[src/rtl/wb_machine_timer_pkg.sv]
// Shared definitions for the Wishbone RISC-V machine timer: register word
// offsets, control bit positions, bus FSM states and a byte-lane merge helper.
package wb_machine_timer_pkg;

  localparam logic [2:0] TIMER_OFF_MTIME_LO    = 3'd0;
  localparam logic [2:0] TIMER_OFF_MTIME_HI    = 3'd1;
  localparam logic [2:0] TIMER_OFF_MTIMECMP_LO = 3'd2;
  localparam logic [2:0] TIMER_OFF_MTIMECMP_HI = 3'd3;
  localparam logic [2:0] TIMER_OFF_CTRL        = 3'd4;

  localparam int unsigned CTRL_EN = 0;

  typedef enum logic {
    ST_IDLE,
    ST_RESP
  } bus_state_t;

  // Replace only the bytes of old_word whose lane is enabled in sel.
  function automatic logic [31:0] merge_bytes(input logic [31:0] old_word,
                                              input logic [31:0] new_word,
                                              input logic [3:0]  sel);
    logic [31:0] result;
    result = old_word;
    for (int unsigned b = 0; b < 4; b++) begin
      if (sel[b]) result[b*8 +: 8] = new_word[b*8 +: 8];
    end
    return result;
  endfunction

endpackage

[src/rtl/wb_machine_timer_prescaler.sv]
// Divides clk_i by PRESCALE while enabled; tick marks the cycle in which
// mtime advances. The count is held at zero whenever the timer is disabled.
module timer_prescaler #(
  parameter int unsigned PRESCALE = 1
) (
  input  logic clk_i,
  input  logic rst_ni,
  input  logic en,
  output logic tick
);

  localparam logic [15:0] LAST = 16'(PRESCALE - 1);

  logic [15:0] count_q;

  assign tick = en && (count_q == LAST);

  always_ff @(posedge clk_i or negedge rst_ni) begin
    if (!rst_ni) begin
      count_q <= '0;
    end else if (!en || tick) begin
      count_q <= '0;
    end else begin
      count_q <= count_q + 16'd1;
    end
  end

endmodule

[src/rtl/wb_machine_timer.sv]
// Wishbone classic slave holding the RISC-V mtime/mtimecmp pair and an enable
// bit; raises timer_irq_o as a registered level while mtime >= mtimecmp.
module wb_machine_timer
  import wb_machine_timer_pkg::*;
#(
  parameter int unsigned PRESCALE       = 1,
  parameter logic [63:0] MTIMECMP_RESET = 64'hFFFF_FFFF_FFFF_FFFF
) (
  input  logic        clk_i,
  input  logic        rst_ni,
  input  logic        cyc_i,
  input  logic        stb_i,
  input  logic        we_i,
  input  logic [4:0]  adr_i,
  input  logic [3:0]  sel_i,
  input  logic [31:0] dat_i,
  output logic [31:0] dat_o,
  output logic        ack_o,
  output logic        err_o,
  output logic        rty_o,
  output logic        timer_irq_o
);

  bus_state_t  state_q, state_d;
  logic        ack_q, ack_d;
  logic        err_q, err_d;
  logic [31:0] dat_q, dat_d;

  logic [63:0] mtime_q, mtime_d, mtime_inc;
  logic [63:0] mtimecmp_q, mtimecmp_d;
  logic        en_q, en_d;
  logic [31:0] hi_shadow_q;
  logic        irq_q;

  logic        tick;
  logic [2:0]  offset;
  logic        mapped;
  logic        req;
  logic        wr;
  logic        rd_lo;
  logic [31:0] rd_data;
  logic        unused_adr;

  assign offset     = adr_i[4:2];
  assign mapped     = (offset <= TIMER_OFF_CTRL);
  assign req        = cyc_i && stb_i && (state_q == ST_IDLE);
  assign wr         = req && we_i && mapped;
  assign rd_lo      = req && !we_i && (offset == TIMER_OFF_MTIME_LO);
  assign unused_adr = ^adr_i[1:0];

  timer_prescaler #(
    .PRESCALE(PRESCALE)
  ) u_prescaler (
    .clk_i (clk_i),
    .rst_ni(rst_ni),
    .en    (en_q),
    .tick  (tick)
  );

  always_comb begin
    rd_data = '0;
    case (offset)
      TIMER_OFF_MTIME_LO:    rd_data = mtime_q[31:0];
      TIMER_OFF_MTIME_HI:    rd_data = hi_shadow_q;
      TIMER_OFF_MTIMECMP_LO: rd_data = mtimecmp_q[31:0];
      TIMER_OFF_MTIMECMP_HI: rd_data = mtimecmp_q[63:32];
      TIMER_OFF_CTRL:        rd_data[CTRL_EN] = en_q;
      default:               rd_data = '0;
    endcase
  end

  // The bus write is merged on top of the incremented count, so written bytes
  // win over a coincident tick while unwritten bytes still carry it.
  always_comb begin
    mtime_inc  = mtime_q + 64'(tick);
    mtime_d    = mtime_inc;
    mtimecmp_d = mtimecmp_q;
    en_d       = en_q;
    if (wr) begin
      case (offset)
        TIMER_OFF_MTIME_LO:
          mtime_d[31:0] = merge_bytes(mtime_inc[31:0], dat_i, sel_i);
        TIMER_OFF_MTIME_HI:
          mtime_d[63:32] = merge_bytes(mtime_inc[63:32], dat_i, sel_i);
        TIMER_OFF_MTIMECMP_LO:
          mtimecmp_d[31:0] = merge_bytes(mtimecmp_q[31:0], dat_i, sel_i);
        TIMER_OFF_MTIMECMP_HI:
          mtimecmp_d[63:32] = merge_bytes(mtimecmp_q[63:32], dat_i, sel_i);
        TIMER_OFF_CTRL:
          if (sel_i[0]) en_d = dat_i[CTRL_EN];
        default: ;
      endcase
    end
  end

  always_comb begin
    state_d = state_q;
    ack_d   = 1'b0;
    err_d   = 1'b0;
    dat_d   = dat_q;
    case (state_q)
      ST_IDLE: begin
        if (cyc_i && stb_i) begin
          state_d = ST_RESP;
          if (mapped) begin
            ack_d = 1'b1;
            dat_d = rd_data;
          end else begin
            err_d = 1'b1;
            dat_d = '0;
          end
        end
      end
      ST_RESP: state_d = ST_IDLE;
      default: state_d = ST_IDLE;
    endcase
  end

  always_ff @(posedge clk_i or negedge rst_ni) begin
    if (!rst_ni) begin
      state_q <= ST_IDLE;
      ack_q   <= 1'b0;
      err_q   <= 1'b0;
      dat_q   <= '0;
    end else begin
      state_q <= state_d;
      ack_q   <= ack_d;
      err_q   <= err_d;
      dat_q   <= dat_d;
    end
  end

  always_ff @(posedge clk_i or negedge rst_ni) begin
    if (!rst_ni) begin
      mtime_q     <= '0;
      mtimecmp_q  <= MTIMECMP_RESET;
      en_q        <= 1'b0;
      hi_shadow_q <= '0;
      irq_q       <= 1'b0;
    end else begin
      mtime_q    <= mtime_d;
      mtimecmp_q <= mtimecmp_d;
      en_q       <= en_d;
      irq_q      <= (mtime_q >= mtimecmp_q);
      if (rd_lo) hi_shadow_q <= mtime_q[63:32];
    end
  end

  assign dat_o       = dat_q;
  assign ack_o       = ack_q;
  assign err_o       = err_q;
  assign rty_o       = 1'b0;
  assign timer_irq_o = irq_q;

endmodule

[config.mk]
export PLATFORM = sky130hd
export DESIGN_NAME = wb_machine_timer
export DESIGN_NICKNAME = d
export VERILOG_FILES = /design/src/rtl/wb_machine_timer_pkg.sv /design/src/rtl/wb_machine_timer_prescaler.sv /design/src/rtl/wb_machine_timer.sv
export SDC_FILE = /design/constraint.sdc
export NUM_CORES = 1
export LEC_CHECK = 0
export BUFFER_PORTS_ARGS = -buffer_cell sky130_fd_sc_hd__buf_2
export CORE_MARGIN = 1.5
export CORE_UTILIZATION = 55
export DETAILED_ROUTE_END_ITERATION = 12
export HOLD_SLACK_MARGIN = 0.12
export PLACE_DENSITY = 0.77
export SYNTH_ARGS = -nofsm -noshare
export SYNTH_HDL_FRONTEND = slang
export SYNTH_SLANG_ARGS = --single-unit
[constraint.sdc]
create_clock -name clk_i -period 2.97 [get_ports clk_i]
set_clock_uncertainty 0.05 [all_clocks]
set_input_delay 0.891 -clock clk_i [delete_from_list [all_inputs] [get_ports clk_i]]
set_output_delay 0.891 -clock clk_i [all_outputs]
set_load 0.02 [all_outputs]
Word-level counts from Yosys, hierarchy flattened
Index checks and enable logic that the tools add are counted.
Word-level totals
  register bits: 213
  logic and storage cells: 71
Operators by class
  $add $sub $neg: 2
  bitwise logic cells: 1
  equal/unequal tests: 4
  reductions and logical operators: 22
  $lt $le $gt $ge: 2
  muxes and demuxes: 23
Operators with widths (number)
  $pmux W31 S4: 1
  $mux W32: 3
  $add A64 B1 Y64: 1
  $ge A64 B64 Y1: 1
  $mux W64: 1
  $mux W8: 8
  $reduce_and A3 Y1: 9
  $add A16 B1 Y16 const B: 1
  $logic_not A16 Y1: 1
  $mux W16: 1
  $logic_and A1 B1 Y1: 7
  $mux W1: 7
  $eq A3 B2 Y1 const B: 2
  $pmux W1 S5: 1
  $eq A3 B1 Y1 const B: 1
  $eq A3 B3 Y1 const B: 1
  $le A3 B3 Y1 const B: 1
  $logic_not A3 Y1: 1
  $logic_not A1 Y1: 2
  $pmux W1 S2: 1
  $reduce_and A2 Y1: 1
  $logic_or A1 B1 Y1: 1
  $not A1 Y1: 1

Longest topological paths before layout
Gate-level depths: netlist (run 1).
  depth after elaboration: 6
  depth in mapped cells: 13
  gate-level depth less buffers: 13

Cells and area by module
From an unflattened synthesis (run 1), not the netlist that was laid out.
Second synthesis, totals
  cells, all modules: 1194
  area total of the unflattened synthesis: 11817.6 µm²
By module, submodules not included
  wb_machine_timer: cells each 1106, instances 1, area an instance 10993.0 µm²
  timer_prescaler: cells each 88, instances 1, area an instance 824.5 µm²

Least setup slack after synthesis (run 1)
No wires, ideal clock.
  path type: register -> register
  start point: register u_prescaler.count_q[0]
  end point: register mtime_q[62]
  stages on the path, launching flop included: 14
  setup slack: -0.050 ns
  period minus slack after synthesis: 3.020 ns
  arrival: 2.833 ns
  setup time: 0.137 ns
  path buffers: 0
  data required time: 2.783 ns
  cells stage by stage: dfrtp_1 inv_1 ha_1 nor4b_1 nand4_1 nor2_1 ha_1 ha_1 nand4_1 nor3_2 nand4_4 nor4_2 xnor2_1 a21oi_1
Between the ends
  word-level cells in the longest chain between the ends: 6
Ends and longest elaborated chain
  from (decl): RTL line wb_machine_timer_prescaler.sv:14  | logic [15:0] count_q;
  from (signal assigned): RTL line wb_machine_timer_prescaler.sv:24  | count_q <= count_q + 16'd1;
  $logic_not A16 Y1 *: RTL line wb_machine_timer_prescaler.sv:16  | assign tick = en && (count_q == LAST);
  $logic_and A1 B1 Y1 *: RTL line wb_machine_timer_prescaler.sv:16
  $add A64 B1 Y64 *: RTL line wb_machine_timer.sv:75  | mtime_inc = mtime_q + 64'(tick);
  $mux W8: RTL line wb_machine_timer_pkg.sv:25  | if (sel[b]) result[b*8 +: 8] = new_word[b*8 +: 8];
  $mux W32: RTL line wb_machine_timer.sv:80  | case (offset)
  $mux W64 *: RTL line wb_machine_timer.sv:79  | if (wr) begin
  net mtime_d[62]: RTL line wb_machine_timer.sv:29  | logic [63:0] mtime_q, mtime_d, mtime_inc;
  to (signal assigned): RTL line wb_machine_timer.sv:141  | mtime_q <= mtime_d;
  to (decl): RTL line wb_machine_timer.sv:29
The timed path passes the listed nets; every way through them passes the cells marked *.
A chain may end at the register's enable or synchronous reset.

Worst setup path after layout (run 1)
  start point: register u_prescaler.count_q[0]
  end point: register mtime_q[42]
The elaborated chain is that of the path after synthesis.

==> impl_metrics.tcl, run 1 <==
set metrics [dict create \
    hpwl_um 21300 \
    grt_pass1_vias 9661 \
    leakagePower_nw 6.18 \
    crit_arrival_ns 3.38 \
    worstMarginPinSlew_ns 0.776 \
    drt-initial-drc-count 758 \
    hold_violations 0 \
    drv_cap 0 \
    layout_commonest_cell "nand2_1" \
    place_congestion 0.882 \
    final_area_um2 13800 \
    fp.dieH_um 148 \
    drc 0 \
    worstPathRequired_ns 3.31 \
    status "complete, but fails checks" \
    antenna_cells 0 \
    max-slew-margin-rel 0.481 \
    hold_path_class "input port to asynchronous set/reset pin" \
    antenna_found_initial 0 \
    rrSetupSlack_ns -0.07 \
    num_vias 9716 \
    clock_path_buffers 3 \
    ys_seq_area_frac 0.470 \
    core_um2 20400 \
    endpoint_kind "flop" \
    setup_viol 4 \
    timing.rr.start "u_prescaler.count_q[0]" \
    start_util 0.565 \
    dp.cells 1594 \
    synth_edf_count 0 \
    viasPerCell 5.89 \
    yosysWarnings 0 \
    violations "negative setup slack" \
    layout_min_cycle_time_ns 3.04 \
    drive_gt1_frac 0.252 \
    drt_pre_antenna_iters 5 \
    total_power_mw 9.87 \
    start_kind "flop" \
    vdd_ir_drop_max_mv 0.462 \
    synth_ff_type "dfrtp_1" \
    floorplan.rows 52 \
    fmax_ghz 0.329 \
    final_core_util 0.679 \
    finalWorstSetupSlack_ns -0.0710 \
    routedWlPerCell_um 18.5 \
    grt_overflow 0 \
    dpl_cell_area_um2 12600 \
    ys_ff_latch 213 \
    ys_types 49 \
    grt_max_degree 58 \
    powerDensity_nw_per_um2 713 \
    tns_ns -0.130 \
    port_buffers 78 \
    place_ws_ns -0.225 \
    path_max_fanout 5 \
    clockRootBuffer "clkbuf_16" \
    rsz0062_at_grt "yes" \
    syn_area_um2 11500 \
    numCtsBuffers 24 \
    synth_area_per_cell_um2 9.35 \
    reg2reg_to "mtime_q[42]" \
    area_delta_synth_final_pct 20.2 \
    period_share 1.02 \
    die_area_um2 21800 \
    holdWs_ns 0.280 \
    setup.worst_path.class "flop to flop" \
    top_level_ports 82 \
    grt.total_usage 0.278 \
    cts_max_level 1 \
    grt_pass1_wl_um 48700 \
    nets 1476 \
    dieWidth_um 148 \
    syn_inst 1231 \
    layout_common_cells "203 x nand2_1, 154 x o21ai_0, 149 x dfrtp_1" \
    clk_pin_slew_ns 0.06 \
    slew_violations 0 \
    cts_tree "yes" \
    async_flop_share 1.00 \
    totalWireLength_um 30500 \
    syn-num-nets 1345 \
    cts_sinks 213 \
    ant_nets 0 \
    worst-r2r-cell-count 15 \
    clkLatencyLatePin_ns 0.51 \
    instances_no_fill 1650 \
]
==> registers in the layout, summed over array words and instances, names as in the netlist <==
register and flops:
hi_shadow_q 32, u_prescaler.count_q 16, mtimecmp_q 64, err_o 1, state_q 1, mtime_q 64
en_q 1, timer_irq_o 1, ack_o 1, dat_o 32
==> Yosys cell counts (38+ instances only) <==
master | instances | share of area
o21ai_0 | 158 | 0.069
mux2_2 | 38 | 0.037
xnor2_1 | 41 | 0.031
nand2_1 | 203 | 0.066
dfstp_2 | 64 | 0.15
a21oi_1 | 53 | 0.023
dfrtp_1 | 149 | 0.32
nor2_1 | 74 | 0.024
inv_1 | 82 | 0.027
clkbuf_1 | 43 | 0.014
ha_1 | 68 | 0.074
==> layer usage <==
| metal | GRT usage | part of all wire | vias up |
|---|---|---|---|
| met5 | 0 | 0 | - |
| met3 | 0.0444 | 0.068 | 58 |
| met1 | 0.371 | 0.42 | 4756 |
| met4 | 0.0860 | 0.025 | 0 |
| li1 | - | - | 4555 |
| met2 | 0.466 | 0.49 | 347 |
==> power breakdown <==
part / switching (mW) / internal, mW
clock: 1.20 / 1.91
combinational: 1.65 / 1.05
sequential: 0.527 / 3.53
total: 3.38 / 6.49
==> worst max-delay path: stages (launching register included) <==
cell and delay (ns):
dfrtp_1 0.38, inv_1 0.06, ha_1 0.14, nor4b_4 0.19, nand4_1 0.18, nor2_1 0.17
ha_2 0.23, ha_4 0.14, nand4_1 0.17, nor3_4 0.21, buf_12 0.15, nand4_4 0.10
buf_4 0.22, nor4_4 0.26, xnor2_1 0.15, o21ai_1 0.10
==> worst max path at each step <==
stage | slack [ns] | cells after the start | startpoint | to
2_1_floorplan | 0.07 | 13 | u_prescaler.count_q[0] | mtime_q[62]
4_1_cts | -0.005 | 14 | u_prescaler.count_q[0] | mtime_q[42]
6_report | -0.07 | 15 | u_prescaler.count_q[0] | mtime_q[42]
3_3_place_gp | -0.1 | 13 | u_prescaler.count_q[0] | mtime_q[62]
3_5_place_dp | -0.22 | 13 | u_prescaler.count_q[0] | mtime_q[62]
5_1_grt | -0.24 | 15 | u_prescaler.count_q[0] | mtime_q[42]
==> layout make-up <==
cell class | instances | area, um^2
fillers | 1518 | 6530
multi-input cells | 887 | 5880
flip-flops and latches | 213 | 5410
repair buffers | 154 | 1060
clock buffers | 36 | 747
well taps | 270 | 338
inverters | 82 | 308
clock inverters | 8 | 95.1
==> kinds of logic (layout without fill, tap and decap cells) <==
| logic type | after synthesis | in the layout | share of synthesized area |
|---|---|---|---|
| other cells | 1 | 1 | 0.000326 |
| xor+xnor | 73 | 73 | 0.0555 |
| simple gates | 431 | 432 | 0.184 |
| flops | 213 | 213 | 0.470 |
| fa+ha+maj | 68 | 68 | 0.0739 |
| buf+inv | 132 | 280 | 0.0441 |
| compound gates | 275 | 275 | 0.135 |
| mux | 38 | 38 | 0.0372 |
==> timing repair <==
item / 4_1_cts / 5_1_grt
pin swaps: 8 / 15
hold buffers: 0 / 0
setup buffers: 2 / 9
cloned: 0 / 1
gates resized for setup: 9 / 45
endpoints found under the setup margin: 32 / 37
Note: power is estimated with default switching activity, not from simulation.
==> run 2: changes to the inputs <==
CORE_UTILIZATION = 60   (was 55)
PLACE_DENSITY = 0.79   (was 0.77)
clock period = 3 ns   (was 2.97 ns; I/O delays follow)
==> run 2 against run 1 <==
The flow still finishes with violations (negative setup slack). Count of clock-buffer cells in the layout did not move. Via count grew 0.29%. Largest cell class unchanged. Critical path depth decreased by 1. Flip-flop and latch count stayed put. Critical path type unchanged.
==> impl_metrics.tcl, run 2 (synthesis gave the netlist of run 1 again) <==
set metrics [dict create \
    grt_overflow 0 \
    switching_share 0.346 \
    endpoint_kind "flop" \
    hpwl_um 20800 \
    grt_pass1_wl_um 48200 \
    period_share 1.03 \
    drt-initial-drc-count 738 \
    num_vias 9744 \
    rrSetupSlack_ns -0.1 \
    cp-startpoint "u_prescaler.count_q[1]" \
    powerDensity_nw_per_um2 694 \
    final_core_util 0.722 \
    crit_path_end "mtime_q[42]" \
    antenna_found_initial 1 \
    core_um2 18800 \
    dp.cells 1554 \
    layout_commonest_cell "nand2_1" \
    hold_path_class "input port to asynchronous set/reset pin" \
    layout_min_cycle_time_ns 3.10 \
    crit_arrival_ns 3.45 \
    max-slew-margin-rel 0.527 \
    place_ws_ns -0.166 \
    rsz0062_at_grt "yes" \
    path_max_fanout 4 \
    switchingPower_mw 3.26 \
    clockRootBuffer "clkbuf_16" \
    tns_ns -0.451 \
    cts_sinks 213 \
    setup_viol 10 \
    routedWlPerCell_um 18.5 \
    start_util 0.613 \
    pwr-share-seq 0.425 \
    dieWidth_um 142 \
    totalWireLength_um 29800 \
    grt.total_usage 0.302 \
    cts_max_level 1 \
    cts_tree "yes" \
    instances_no_fill 1607 \
    ant_nets 0 \
    fp.dieH_um 142 \
    total_power_mw 9.41 \
    violations "negative setup slack" \
    reg.largest.list "mtime_q (64), mtimecmp_q (64)" \
    layout_common_cells "203 x nand2_1, 156 x o21ai_0, 149 x dfrtp_1" \
    top_level_ports 82 \
    combPwrFrac 0.278 \
    worst-r2r-cell-count 14 \
    setup.worst_path.class "flop to flop" \
    status "complete, but fails checks" \
    grt_pass1_vias 9627 \
    drt_pre_antenna_iters 5 \
    nets 1469 \
    drive_gt1_frac 0.238 \
    fmax_ghz 0.323 \
    worstMarginPinSlew_ns 0.708 \
    timing.rr.start "u_prescaler.count_q[1]" \
    finalWorstSetupSlack_ns -0.0998 \
    start_kind "flop" \
    drc 0 \
    port_buffers 78 \
    clock_path_buffers 3 \
    area_delta_synth_final_pct 17.7 \
    die_area_um2 20000 \
    clk_pin_slew_ns 0.06 \
    intPower_mw 6.15 \
    grt_max_degree 63 \
    leakagePower_nw 6.07 \
    place_congestion 0.868 \
    worstPathRequired_ns 3.35 \
    vdd_ir_drop_max_mv 0.563 \
    drv_cap 0 \
    reg2reg_to "mtime_q[42]" \
    clkLatencyLatePin_ns 0.52 \
    numCtsBuffers 24 \
    hold_violations 0 \
    clkPwrFrac 0.297 \
    slew_violations 0 \
    floorplan.rows 50 \
    viasPerCell 6.06 \
]
==> run 2: cell types whose count changed in the layout (fill, tap and decap cells not counted), moves of 3 or more <==
cell      delta
nor2_1       +4
clkbuf_1     +4
nor2_2       -4
nor4_4       -4
buf_4        -5
nor4_2       +3
clkbuf_8     -4
==> run 2: cell type report <==
cell class | count | area (um^2)
inverter | 82 | 308
clock inverter | 7 | 38.8
multi-input combinational | 886 | 5780
clock buffer | 36 | 707
sequential | 213 | 5410
fill | 1403 | 5220
timing repair buffer | 148 | 1010
antenna | 1 | 2.50
tap | 234 | 293
==> run 2: layer usage <==
layer  GRT usage  wire length, um  share of wire  vias up
met2       0.519            14700           0.49      348
met4       0.118             1080          0.036        0
met3      0.0429             1910          0.064       86
met1       0.387            12100           0.41     4765
li1            -                -              -     4545
met5           0                0              0        -
==> run 2: what timing repair did <==
item | 4_1_cts | 5_1_grt
gates resized for setup | 6 | 29
setup endpoints to repair | 26 | 38
setup buffers | 3 | 7
pin swaps | 8 | 15
hold endpoints to repair | 0 | 0
hold buffers | 0 | 0
==> run 2: worst min-delay path by stage <==
| stage | start | end | cells past startpoint |
|---|---|---|---|
| final | rst_ni | hi_shadow_q[4] | 1 |
| after global routing | rst_ni | hi_shadow_q[4] | 1 |
| after CTS | rst_ni | mtime_q[6] | 1 |
| after detailed placement | dat_o[16] | dat_o[16] | 2 |
| after global placement | dat_o[23] | dat_o[23] | 2 |
| after floorplan | hi_shadow_q[16] | hi_shadow_q[16] | 1 |
==> run 2: per-stage QoR <==
stage	area [um^2]	hold WS, ns
2_1_floorplan	11500	0.431
3_3_place_gp	12500	0.406
3_5_place_dp	12500	0.415
4_1_cts	13400	0.327
5_1_grt	13600	0.350
6_report	13600	0.307
==> run 2: power groups by stage <==
stage                     clock network, mW  registers, mW  logic, mW
final                                  2.79           4.00       2.61
after CTS                              2.81           4.00       2.56
after floorplan                           0           4.01       1.64
after detailed placement                  0           4.03       2.51
after global routing                   2.92           4.08       2.92
after global placement                    0           4.00       2.42
==> run 2: critical path, stage by stage (launching register included) <==
cell and delay [ns]:
dfrtp_1 0.39, inv_1 0.06, ha_1 0.13, nor4b_2 0.18
nand4_1 0.18, nor2_1 0.14, ha_2 0.24, ha_4 0.15
nand4_1 0.20, nor3_4 0.39, nand4_4 0.13, buf_4 0.20
nor4_4 0.26, xnor2_1 0.18, o21ai_1 0.09
